**src/rtl/sum_pkg.sv**
```systemverilog
// Shared types and constants for the sum block accumulator slice.
package sum_pkg;

  localparam int DATA_W_DEF = 12;
  localparam int FIFO_DEPTH = 2;

  typedef enum logic {
    ACCUM      = 1'b0,
    FLUSH_WAIT = 1'b1
  } state_t;

endpackage

```
**src/rtl/sum_out_fifo.sv**
```systemverilog
// Two-entry output FIFO. The head entry is a register that drives the consumer directly.
module sum_out_fifo
  import sum_pkg::*;
#(
  parameter int W = 15
) (
  input  logic         clk,
  input  logic         reset,
  input  logic         push,
  input  logic [W-1:0] push_data,
  input  logic         pop,
  output logic         full,
  output logic         empty,
  output logic [W-1:0] head
);

  logic [1:0]   cnt_r;
  logic [W-1:0] mem0_r;
  logic [W-1:0] mem1_r;
  logic         pop_ok_s;
  logic         push_ok_s;

  assign full      = (cnt_r == 2'(FIFO_DEPTH));
  assign empty     = (cnt_r == 2'd0);
  assign head      = mem0_r;
  assign pop_ok_s  = pop & ~empty;
  // A pop in the same cycle frees a slot, so a push into a full FIFO is legal then.
  assign push_ok_s = push & (~full | pop_ok_s);

  // Entry storage and occupancy; mem0_r is always the head.
  always_ff @(posedge clk) begin
    if (reset) begin
      cnt_r  <= 2'd0;
      mem0_r <= {W{1'b0}};
      mem1_r <= {W{1'b0}};
    end else begin
      case ({push_ok_s, pop_ok_s})
        2'b10: begin
          if (cnt_r == 2'd0) begin
            mem0_r <= push_data;
          end else begin
            mem1_r <= push_data;
          end
          cnt_r <= cnt_r + 2'd1;
        end
        2'b01: begin
          mem0_r <= mem1_r;
          cnt_r  <= cnt_r - 2'd1;
        end
        2'b11: begin
          if (cnt_r == 2'd1) begin
            mem0_r <= push_data;
          end else begin
            mem0_r <= mem1_r;
            mem1_r <= push_data;
          end
        end
        default: begin
          cnt_r <= cnt_r;
        end
      endcase
    end
  end

endmodule

```
**src/rtl/sum_block_accum.sv**
```systemverilog
// Accumulates BLOCK_LEN adder sums per block total and queues totals in a 2-entry FIFO.
// Define SUM_ACC_SATURATE_EN to clamp overflowing totals instead of wrapping them.
module sum_block_accum
  import sum_pkg::*;
#(
  parameter int DATA_W    = DATA_W_DEF,
  parameter int BLOCK_LEN = 4,
  parameter int ACC_W     = DATA_W + $clog2(BLOCK_LEN)
) (
  input  logic              clk,
  input  logic              reset,
  input  logic              in_valid,
  input  logic [DATA_W-1:0] in_data,
  output logic              in_ready,
  input  logic              flush,
  output logic              out_valid,
  output logic [ACC_W-1:0]  out_data,
  output logic              out_partial,
  input  logic              out_ready,
  output logic              ovf
);

  localparam int CNT_W = $clog2(BLOCK_LEN);
  localparam logic [CNT_W-1:0] LAST_CNT = CNT_W'(BLOCK_LEN - 1);

  state_t           state_r, state_nx;
  logic [ACC_W-1:0] acc_r, acc_nx;
  logic [CNT_W-1:0] cnt_r, cnt_nx;
  logic             blk_ovf_r, blk_ovf_nx;
  logic             ovf_r, ovf_nx;

  logic             push_s;
  logic [ACC_W:0]   push_data_s;
  logic             fifo_full_s;
  logic             fifo_empty_s;
  logic [ACC_W:0]   fifo_head_s;
  logic             pop_s;
  logic             space_s;
  logic             last_s;
  logic             accept_s;
  logic [ACC_W:0]   sum_s;
  logic [ACC_W-1:0] sum_clip_s;
  logic             sum_ovf_s;
  logic [ACC_W-1:0] cur_total_s;
  logic             cur_ovf_s;

  assign pop_s     = ~fifo_empty_s & out_ready;
  assign space_s   = ~fifo_full_s | pop_s;
  assign last_s    = (cnt_r == LAST_CNT);
  assign in_ready  = (state_r == ACCUM) & ~(last_s & ~space_s);
  assign accept_s  = in_valid & in_ready;
  assign sum_s     = {1'b0, acc_r} + (ACC_W + 1)'(in_data);
`ifdef SUM_ACC_SATURATE_EN
  assign sum_clip_s = sum_s[ACC_W] ? {ACC_W{1'b1}} : sum_s[ACC_W-1:0];
`else
  assign sum_clip_s = sum_s[ACC_W-1:0];
`endif
  // A block overflows if any intermediate sum did, since wrapping can hide it by the end.
  assign sum_ovf_s   = sum_s[ACC_W] | blk_ovf_r;
  assign cur_total_s = accept_s ? sum_clip_s : acc_r;
  assign cur_ovf_s   = accept_s ? sum_ovf_s : blk_ovf_r;

  // Next-state and push decision for the accumulate / flush-wait FSM.
  always_comb begin
    state_nx    = state_r;
    acc_nx      = acc_r;
    cnt_nx      = cnt_r;
    blk_ovf_nx  = blk_ovf_r;
    ovf_nx      = ovf_r;
    push_s      = 1'b0;
    push_data_s = {1'b0, acc_r};
    case (state_r)
      ACCUM: begin
        if (accept_s && last_s) begin
          push_s      = 1'b1;
          push_data_s = {1'b0, sum_clip_s};
          ovf_nx      = ovf_r | sum_ovf_s;
          acc_nx      = {ACC_W{1'b0}};
          cnt_nx      = {CNT_W{1'b0}};
          blk_ovf_nx  = 1'b0;
        end else if (flush && (accept_s || (cnt_r != {CNT_W{1'b0}}))) begin
          cnt_nx = {CNT_W{1'b0}};
          if (space_s) begin
            push_s      = 1'b1;
            push_data_s = {1'b1, cur_total_s};
            ovf_nx      = ovf_r | cur_ovf_s;
            acc_nx      = {ACC_W{1'b0}};
            blk_ovf_nx  = 1'b0;
          end else begin
            acc_nx     = cur_total_s;
            blk_ovf_nx = cur_ovf_s;
            state_nx   = FLUSH_WAIT;
          end
        end else if (accept_s) begin
          acc_nx     = sum_clip_s;
          cnt_nx     = cnt_r + {{(CNT_W-1){1'b0}}, 1'b1};
          blk_ovf_nx = sum_ovf_s;
        end else begin
          state_nx = ACCUM;
        end
      end
      FLUSH_WAIT: begin
        if (space_s) begin
          push_s      = 1'b1;
          push_data_s = {1'b1, acc_r};
          ovf_nx      = ovf_r | blk_ovf_r;
          acc_nx      = {ACC_W{1'b0}};
          cnt_nx      = {CNT_W{1'b0}};
          blk_ovf_nx  = 1'b0;
          state_nx    = ACCUM;
        end else begin
          state_nx = FLUSH_WAIT;
        end
      end
      default: begin
        state_nx = ACCUM;
      end
    endcase
  end

  // State, accumulator and sticky overflow registers.
  always_ff @(posedge clk) begin
    if (reset) begin
      state_r   <= ACCUM;
      acc_r     <= {ACC_W{1'b0}};
      cnt_r     <= {CNT_W{1'b0}};
      blk_ovf_r <= 1'b0;
      ovf_r     <= 1'b0;
    end else begin
      state_r   <= state_nx;
      acc_r     <= acc_nx;
      cnt_r     <= cnt_nx;
      blk_ovf_r <= blk_ovf_nx;
      ovf_r     <= ovf_nx;
    end
  end

  sum_out_fifo #(.W(ACC_W + 1)) u_fifo (
    .clk       (clk),
    .reset     (reset),
    .push      (push_s),
    .push_data (push_data_s),
    .pop       (pop_s),
    .full      (fifo_full_s),
    .empty     (fifo_empty_s),
    .head      (fifo_head_s)
  );

  assign out_valid   = ~fifo_empty_s;
  assign out_data    = fifo_head_s[ACC_W-1:0];
  assign out_partial = fifo_head_s[ACC_W];
  assign ovf         = ovf_r;

endmodule

```
**config.mk**
```make
export PLATFORM = sky130hd
export DESIGN_NAME = sum_block_accum
export DESIGN_NICKNAME = d
export VERILOG_FILES = /design/src/rtl/sum_pkg.sv /design/src/rtl/sum_out_fifo.sv /design/src/rtl/sum_block_accum.sv
export SDC_FILE = /design/constraint.sdc
export NUM_CORES = 1
export LEC_CHECK = 0
export ABC_CLOCK_PERIOD_IN_PS = 3350
export BUFFER_PORTS_ARGS = -buffer_cell sky130_fd_sc_hd__buf_2
export CAP_MARGIN = 30
export CORE_ASPECT_RATIO = 1.2
export CORE_MARGIN = 10
export CORE_UTILIZATION = 24
export CTS_CLUSTER_DIAMETER = 40
export DETAILED_ROUTE_END_ITERATION = 16
export PLACE_DENSITY = 0.43
export SYNTH_ARGS = -nofsm -noshare
export SYNTH_HDL_FRONTEND = slang
export SYNTH_SLANG_ARGS = --single-unit
```
**constraint.sdc**
```tcl
create_clock -name clk -period 3.35 [get_ports clk]
set_clock_uncertainty 0.05 [all_clocks]
set_input_delay 0.8375 -clock clk [delete_from_list [all_inputs] [get_ports clk]]
set_output_delay 0.8375 -clock clk [all_outputs]
set_load 0.02 [all_outputs]
```
Word-level counts from Yosys, hierarchy flattened --
Cells that the tools add are included.
Storage, ports and cells: register bits 51, bits of input ports 17, output and inout port bits 18, word-level logic and storage cells 96
Cells by class: $add $sub $neg 4, eq/ne operators 13, multiplexer cells 42, bitwise operators 17, reduce and logical (&&, ||, !) cells 12
Operator list (count):
- $mux W15 | 8
- $mux W14 | 5
- $pmux W15 S2 | 2
- $pmux W15 S3 | 1
- $pmux W14 S2 | 1
- $add A14 B12 Y15 | 1
- $mux W1 | 15
- $eq A2 B2 Y1 const B | 4
- $mux W2 | 4
- $pmux W1 S2 | 4
- $pmux W2 S2 | 2
- $and A1 B1 Y1 | 6
- $or A1 B1 Y1 | 6
- $reduce_and A3 Y1 | 2
- $reduce_bool A2 Y1 | 3
- $not A1 Y1 | 5
- $add A2 B1 Y2 const B | 2
- $eq A2 B1 Y1 const B | 2
- $ne A2 B1 Y1 const B | 2
- $ne A2 B2 Y1 const B | 2
- $ne A4 B2 Y1 const B | 1
- $reduce_and A2 Y1 | 2
- $ne A3 B1 Y1 const B | 1
- $ne A3 B2 Y1 const B | 1
- other kinds (5) | 6

Logic depth before layout (Yosys ltp) --
Gate-level depths: netlist (run 1).
depth after elaboration 18, depth in mapped cells 14, depth with buffers taken out 12

By module --
A second synthesis (run 1) with hierarchy kept.
Second synthesis, totals: cell total of the unflattened synthesis 341, area, all modules 3026.7 um2
Modules (own cells, without submodules):
- sum_block_accum | times used 1, cells an instance 203, area an instance 1664.1 um2, seq. area each 380.4 um2
- sum_out_fifo | times used 1, cells an instance 138, area an instance 1362.6 um2, seq. area each 640.6 um2

Worst setup path after synthesis (run 1) --
OpenSTA, ideal clock, no wires.
path kind input -> register, start in flush, end reg u_fifo.mem1_r[1], library setup time 0.086 ns, data arrival time 2.952 ns, data required time 3.214 ns, setup slack 0.262 ns, stages 11, path buffers 2, cell sequence o21ai_2 -> nand2_1 -> o21ai_0 -> inv_1 -> ha_1 -> a22oi_1 -> o21a_1 -> clkbuf_1 -> clkbuf_1 -> nor2_1 -> a211oi_1
Between the ends: cells in the longest elaborated chain, start to end 8, elaborated cells on any way between the ends 17, those cells by class 4 x eq/ne; 9 x mux; 1 x bitwise; 3 x reduce/logical
Ends and longest elaborated chain:
- start, declared | line sum_block_accum.sv:15 | input logic flush,
- $logic_and A1 B1 Y1 * | line sum_block_accum.sv:81 | end else if (flush && (accept_s || (cnt_r != {CNT_W{1'b0}}))) begin
- $mux W1 | line sum_block_accum.sv:81
- $mux W1 | line sum_block_accum.sv:74 | if (accept_s && last_s) begin
- $pmux W1 S2 | line sum_block_accum.sv:72 | case (state_r)
- $and A1 B1 Y1 | line sum_out_fifo.sv:28 | assign push_ok_s = push & (~full | pop_ok_s);
- $eq A2 B2 Y1 | line sum_out_fifo.sv:37 | case ({push_ok_s, pop_ok_s})
- $ne A2 B2 Y1 (no source line) / $reduce_bool A2 Y1 (equally long branches)
- $reduce_and A3 Y1 (no source line)
- end signal, assigned | line sum_out_fifo.sv:35 | mem1_r <= {W{1'b0}};
- end signal, assigned | line sum_out_fifo.sv:42 | mem1_r <= push_data;
- end signal, assigned | line sum_out_fifo.sv:55 | mem1_r <= push_data;
- end, declared | line sum_out_fifo.sv:19 | logic [W-1:0] mem1_r;
Every way passes the cells marked *; elsewhere a longest branch is shown, timed or not. The select of a mux whose other input is x is not followed. A chain may end at the register's enable or synchronous reset.

Final worst setup path (run 1) --
start in in_data[0], end reg acc_r[12]
Between the ends: cells in the longest elaborated chain, start to end 6
Ends and longest elaborated chain:
- start, declared | line sum_block_accum.sv:13 | input logic [DATA_W-1:0] in_data,
- $add A14 B12 Y15 * | line sum_block_accum.sv:52 | assign sum_s = {1'b0, acc_r} + (ACC_W + 1)'(in_data);
- $mux W14 * | line sum_block_accum.sv:94 | end else if (accept_s) begin
- $mux W14 | line sum_block_accum.sv:83 | if (space_s) begin
- $mux W14 * | line sum_block_accum.sv:81
- $mux W14 * | line sum_block_accum.sv:74
- $pmux W14 S2 * | line sum_block_accum.sv:72
- end signal, assigned | line sum_block_accum.sv:125 | acc_r <= {ACC_W{1'b0}};
- end signal, assigned | line sum_block_accum.sv:131 | acc_r <= acc_nx;
- end, declared | line sum_block_accum.sv:27 | logic [ACC_W-1:0] acc_r, acc_nx;
Every way passes the cells marked *; elsewhere a longest branch is shown, timed or not.

==> flow_metrics.tcl, run 1 <==
set metrics [dict create \
    coreArea_sq_mm 0.0137 \
    crit_slowest_cell "o41ai_2" \
    cts_sinks 51 \
    status "finished clean" \
    synthFlopType "dfxtp_1" \
    io_pins 35 \
    hold_path.class "flop to flop" \
    cap_violations 0 \
    start_util 0.243 \
    yosysSeqAreaShare 0.307 \
    fin_cells 617 \
    fp.dieW_um 128 \
    cts_buffers 5 \
    gr-total-overflow 0 \
    postCtsSetupRepairBufs 0 \
    track_usage 0.107 \
    cts_tree "built" \
    switchingPower_mw 1.24 \
    fin_nets 483 \
    synth_top_area_cell "dfxtp_1" \
    synth_edf_count 0 \
    report.final.slew_viol_count 0 \
    p_per_area_mw_per_mm2 763 \
    antennaDiodeCount 0 \
    viasPerCell 5.06 \
    clock_power_share 0.219 \
    path_cells "buf_2 -> ha_1 -> fa_1 -> a211oi_1 -> or4_1 -> nand2_2 -> o41ai_2 -> mux2_2 -> a31oi_1" \
    fin_crit_sh 0.896 \
    final-hold-violation-count 0 \
    async_flop_share 0 \
    rsz0062_at_grt "false" \
    drt_iter0_markers 201 \
    start_kind "input port" \
    cts_max_level 2 \
    synth_most_common_cell "dfxtp_1" \
    critical_path_class "input port to flop" \
    grt_pass1_wl_mm 16.8 \
    slew_headroom 0.495 \
    antenna_found_initial 0 \
    cts_hold_buf 0 \
    synth_area_leaders "dfxtp_1 (31%), ha_1 (7.5%), nor2_1 (5.1%)" \
    finalWirelength_mm 9.95 \
    drtAntennaViolNets 0 \
    syn-num-nets 447 \
    grt_max_degree 30 \
    fmax_mhz 333 \
    crit_required_ns 3.52 \
    critPathArrivalTime_ns 3.17 \
    setup_viol 0 \
    p_int_mw 1.77 \
    worstMarginPinSlew_ns 0.754 \
    hpwl_mm 7.76 \
    synth_commonest_cells "dfxtp_1 (51), nor2_1 (45), nand2_1 (34), a21oi_1 (31), ha_1 (20)" \
    route.detailed.drc 0 \
    p_sw_frac 0.412 \
    drive_gt1_frac 0.175 \
    wire_per_inst_um 16.1 \
    yosysWarnings 0 \
    fp.dieH_um 149 \
    p_seq_frac 0.288 \
    drt_pass1_iterations 4 \
    fin_crit_ns 3.00 \
    worst_setup_hold_path_clk_slew_ns 0.07 \
    leakage_nw 1.62 \
    setup_tns_ns 0 \
    vias 3123 \
    routabilityCongestion 0.848 \
    p_comb_frac 0.493 \
    syn_avg_cell_area_sq_um 8.14 \
    syn_to_final_growth_pct 18.8 \
    ys_seq_elements 51 \
    yosysTopAreaCellShare 0.307 \
    cts_resized 0 \
    fp.dieArea_sq_mm 0.0190 \
    portBuffers 34 \
    crit_fanout 5 \
    dp_cells 609 \
    grt_pass1_vias 3176 \
    fill_cells 1508 \
    rows 47 \
    clockRootBuffer "clkbuf_16" \
    ctsLongestPathBuffers 2 \
    synth_cells 409 \
    synth.distinct_cells 69 \
    netlist_area_sq_mm 0.00333 \
    ir_worst_vdd_mv 0.209 \
    crit_path_end_kind "flop" \
    insertion_delay_ns 0.29 \
    cpPeakStageDelay_ns 0.48 \
]
==> power by group through the flow <==
| stage | sequential (mW) | combinational [mW] | clock, mW |
|---|---|---|---|
| after floorplan | 0.923 | 0.980 | 0 |
| after global placement | 0.882 | 1.49 | 0 |
| after detailed placement | 0.884 | 1.50 | 0 |
| after CTS | 0.871 | 1.51 | 0.683 |
| after global routing | 0.892 | 1.68 | 0.706 |
| final | 0.869 | 1.49 | 0.660 |
==> metal layers <==
metal,routed length [um],global-route usage,vias up
li1,-,-,1585
met1,4630,0.136,1484
met2,4830,0.179,44
met3,314,0.0153,10
met4,165,0.0365,0
met5,0,0,-
==> layout make-up <==
type / count / area, sq um / area share
clock buffer: 6 / 129 / 0.0326
clock inverter: 2 / 60.1 / 0.0152
inverter: 18 / 67.6 / 0.0171
multi-input combinational: 313 / 2110 / 0.535
sequential: 51 / 1020 / 0.258
tap: 171 / 214 / 0.0541
timing repair buffer: 56 / 348 / 0.0880
==> final timing paths <==
kind,from,to,slack (ns),cells after the start
setup / recovery,in_data[0],acc_r[12],0.35,9
hold / removal,u_fifo.head[1],u_fifo.head[1],0.40,2
setup reg to reg,acc_r[0],acc_r[12],0.68,8
hold reg to reg,u_fifo.head[1],u_fifo.head[1],0.40,2
==> state kept, by name, summed over array words and instances, names as in the netlist <==
name and cells:
acc_r 14, blk_ovf_r 1, cnt_r 2, ovf 1
state_r 1, u_fifo.cnt_r 2, u_fifo.head 15, u_fifo.mem1_r 15
==> worst max-delay path: cells and delay by family <==
kind            cells  cell delay [ns]
fa+ha+maj           2             0.66
simple gates        2             0.24
buf+inv             1             0.10
mux                 1             0.39
compound gates      3             0.95
==> cell usage in the layout, fill, tap and decap left out, types with 2 or more instances in the layout <==
master,count
a211o_1,3
a211oi_1,16
a21o_1,6
a21oi_1,31
a221oi_1,4
a22o_1,2
a22oi_1,13
a311oi_1,5
a31oi_1,7
and2_1,2
buf_2,34
buf_4,21
bufinv_16,2
clkbuf_16,5
dfxtp_1,51
ha_1,20
inv_1,18
mux2_2,2
mux2i_1,9
nand2_1,34
nand2b_1,6
nand3_1,10
nand3b_1,5
nand4_1,2
nor2_1,45
nor2b_1,2
nor3_1,15
o21a_1,2
o21ai_0,14
o21bai_1,4
o31ai_1,5
o32ai_1,2
or3_1,4
xnor2_1,6
xor2_1,4
==> kinds of logic after synthesis <==
kind of cell               Yosys count  share of synthesized area
and+or+nand+nor                    137                      0.194
muxes                               11                     0.0338
AOI/OAI and AO/OA                  134                      0.300
buffers and inverters               45                     0.0582
xor gates and xnor gates            10                     0.0263
DFF                                 51                      0.307
adders and majority gates           21                     0.0812
==> stage by stage <==
stage / cell area, sq um / utilization / setup slack [ns] / power (mW) / hold slack, ns
floorplan: 3330 / - / 0.262 / 1.90 / 0.387
global placement: 3760 / 0.275 / 0.0672 / 2.37 / 0.393
detailed placement: 3760 / 0.275 / 0.0348 / 2.39 / 0.399
CTS: 3950 / 0.289 / 0.345 / 3.06 / 0.408
global route: 3950 / 0.289 / 0.201 / 3.28 / 0.429
finish: 3950 / 0.289 / 0.349 / 3.01 / 0.401
Power figures use the tool's default switching activity.
==> run 2: changes to the inputs <==
CORE_ASPECT_RATIO = unset   (was 1.2)
CTS_CLUSTER_SIZE = 14   (was unset)
==> flow_metrics.tcl, run 2 (synthesis gave the netlist of run 1 again) <==
set metrics [dict create \
    top_layer_used "met4" \
    hold_path.class "flop to flop" \
    routed-wl-met3_um 438 \
    cts_max_level 2 \
    drt_iter0_markers 232 \
    routabilityCongestion 0.826 \
    critical-path-top-delay-family "compound AO/OA/AOI/OAI gates" \
    syn_to_final_growth_pct 17.2 \
    path_cells "buf_2 -> ha_1 -> fa_1 -> a211oi_1 -> or4_1 -> nand2_2 -> o41ai_2 -> mux2_2 -> a31oi_1" \
    antenna_found_initial 0 \
    final_common_cell "dfxtp_1" \
    cts_tree "built" \
    crit-reg2reg-launch "u_fifo.cnt_r[0]" \
    final-hold-violation-count 0 \
    hpwl_mm 7.69 \
    leakage_nw 1.59 \
    m1WireLength_mm 5.17 \
    power_mw 2.89 \
    r2r.worst_path.cells 11 \
    setup_viol 0 \
    fp.dieW_um 138 \
    holdPathEnd "u_fifo.head[1]" \
    rsz0062_at_grt "false" \
    fp.dieArea_sq_mm 0.0190 \
    clockRootBuffer "clkbuf_16" \
    track_usage 0.106 \
    viasPerCell 5.01 \
    hold_ws_ns 0.400 \
    cts_resized 0 \
    crit_required_ns 3.52 \
    cap_violations 0 \
    worst_setup_hold_path_clk_slew_ns 0.07 \
    portBuffers 34 \
    io_pins 35 \
    coreArea_sq_mm 0.0134 \
    wire_per_inst_um 16.3 \
    report.final.slew_viol_count 0 \
    dp_slack_ns 0.0574 \
    insertion_delay_ns 0.29 \
    vias 3099 \
    antennaDiodeCount 0 \
    fin_crit_sh 0.894 \
    holdCritStartpoint "u_fifo.head[1]" \
    hold_path_depth 2 \
    fin_crit_ns 2.99 \
    gr-total-overflow 0 \
    grt_max_degree 28 \
    slew_headroom 0.459 \
    worst-path-buf-inv 1 \
    critPathArrivalTime_ns 3.16 \
    cts_hold_buf 0 \
    drt_pass1_iterations 4 \
    postCtsSetupRepairBufs 0 \
    cpPeakStageDelay_ns 0.47 \
    ir_worst_vdd_mv 0.216 \
    start_kind "input port" \
    utilization 0.291 \
    drtAntennaViolNets 0 \
    grt_pass1_vias 2934 \
    status "finished clean" \
    mostFrequentLayoutCells "dfxtp_1 (51), nor2_1 (45), nand2_1 (34), buf_2 (34), a21oi_1 (31)" \
    wl_met2_mm 4.39 \
    route.detailed.drc 0 \
    drive_gt1_frac 0.172 \
    rows 42 \
    crit_path_end_kind "flop" \
    fin_ws_ns 0.357 \
    fin_nets 480 \
    cp.depth 9 \
    cts_buffers 5 \
    fp.dieH_um 138 \
    reg2reg_to "u_fifo.head[7]" \
    crit_fanout 5 \
    grt_pass1_wl_mm 16.0 \
    fmax_mhz 334 \
    cts_sinks 51 \
    start_util 0.248 \
    crit_slowest_cell "o41ai_2" \
    reg2reg_setup_slack_ns 0.55 \
    critical_path_class "input port to flop" \
    ctsLongestPathBuffers 2 \
    finalWirelength_mm 10.1 \
    p_per_area_mw_per_mm2 741 \
    setup_tns_ns 0 \
    worstMarginPinSlew_ns 0.808 \
]
## run 2: cell type report
type	instances	area, sq um
clock inverters	3	28.8
inverters	18	67.6
flip-flops and latches	51	1020
well taps	176	220
multi-input cells	313	2110
repair buffers	53	325
fillers	1463	9500
clock buffers	5	125
## run 2: report_power, final
group          internal, mW  leakage [nW]  switching (mW)  total, mW
Combinational         0.555          1.09           0.928       1.48
Clock                 0.286        0.0759           0.258      0.544
Sequential            0.769         0.417          0.0970      0.866
Total                  1.61          1.59            1.28       2.89
## run 2: per-layer routing
layer  track usage  vias up
li1              -     1571
met1         0.148     1477
met2         0.162       47
met3        0.0211        4
met4        0.0261        0
met5             0        -
## run 2: metrics by stage
step / instances / area, sq um
after floorplan: 409 / 3330
after global placement: 611 / 3750
after detailed placement: 611 / 3750
after CTS: 619 / 3900
after global routing: 619 / 3900
final: 619 / 3900
## run 2: worst register-to-register path, stage by stage, from the launching register on
cell      delay (ns)
dfxtp_1         0.37
inv_1           0.08
ha_1            0.23
nand2b_1        0.29
nand2_1         0.15
o21ai_0         0.11
buf_4           0.17
ha_1            0.21
a21o_1          0.17
and2_1          0.25
a221oi_1        0.45
a211oi_1        0.13
## run 2: worst max path at each step
| stage | slack [ns] | end | startpoint |
|---|---|---|---|
| floorplan | 0.26 | u_fifo.mem1_r[1] | flush |
| global placement | 0.08 | acc_r[12] | in_data[0] |
| detailed placement | 0.06 | u_fifo.mem1_r[12] | in_data[0] |
| CTS | 0.35 | u_fifo.mem1_r[12] | in_data[0] |
| global route | 0.24 | acc_r[12] | in_data[0] |
| finish | 0.36 | acc_r[12] | in_data[0] |
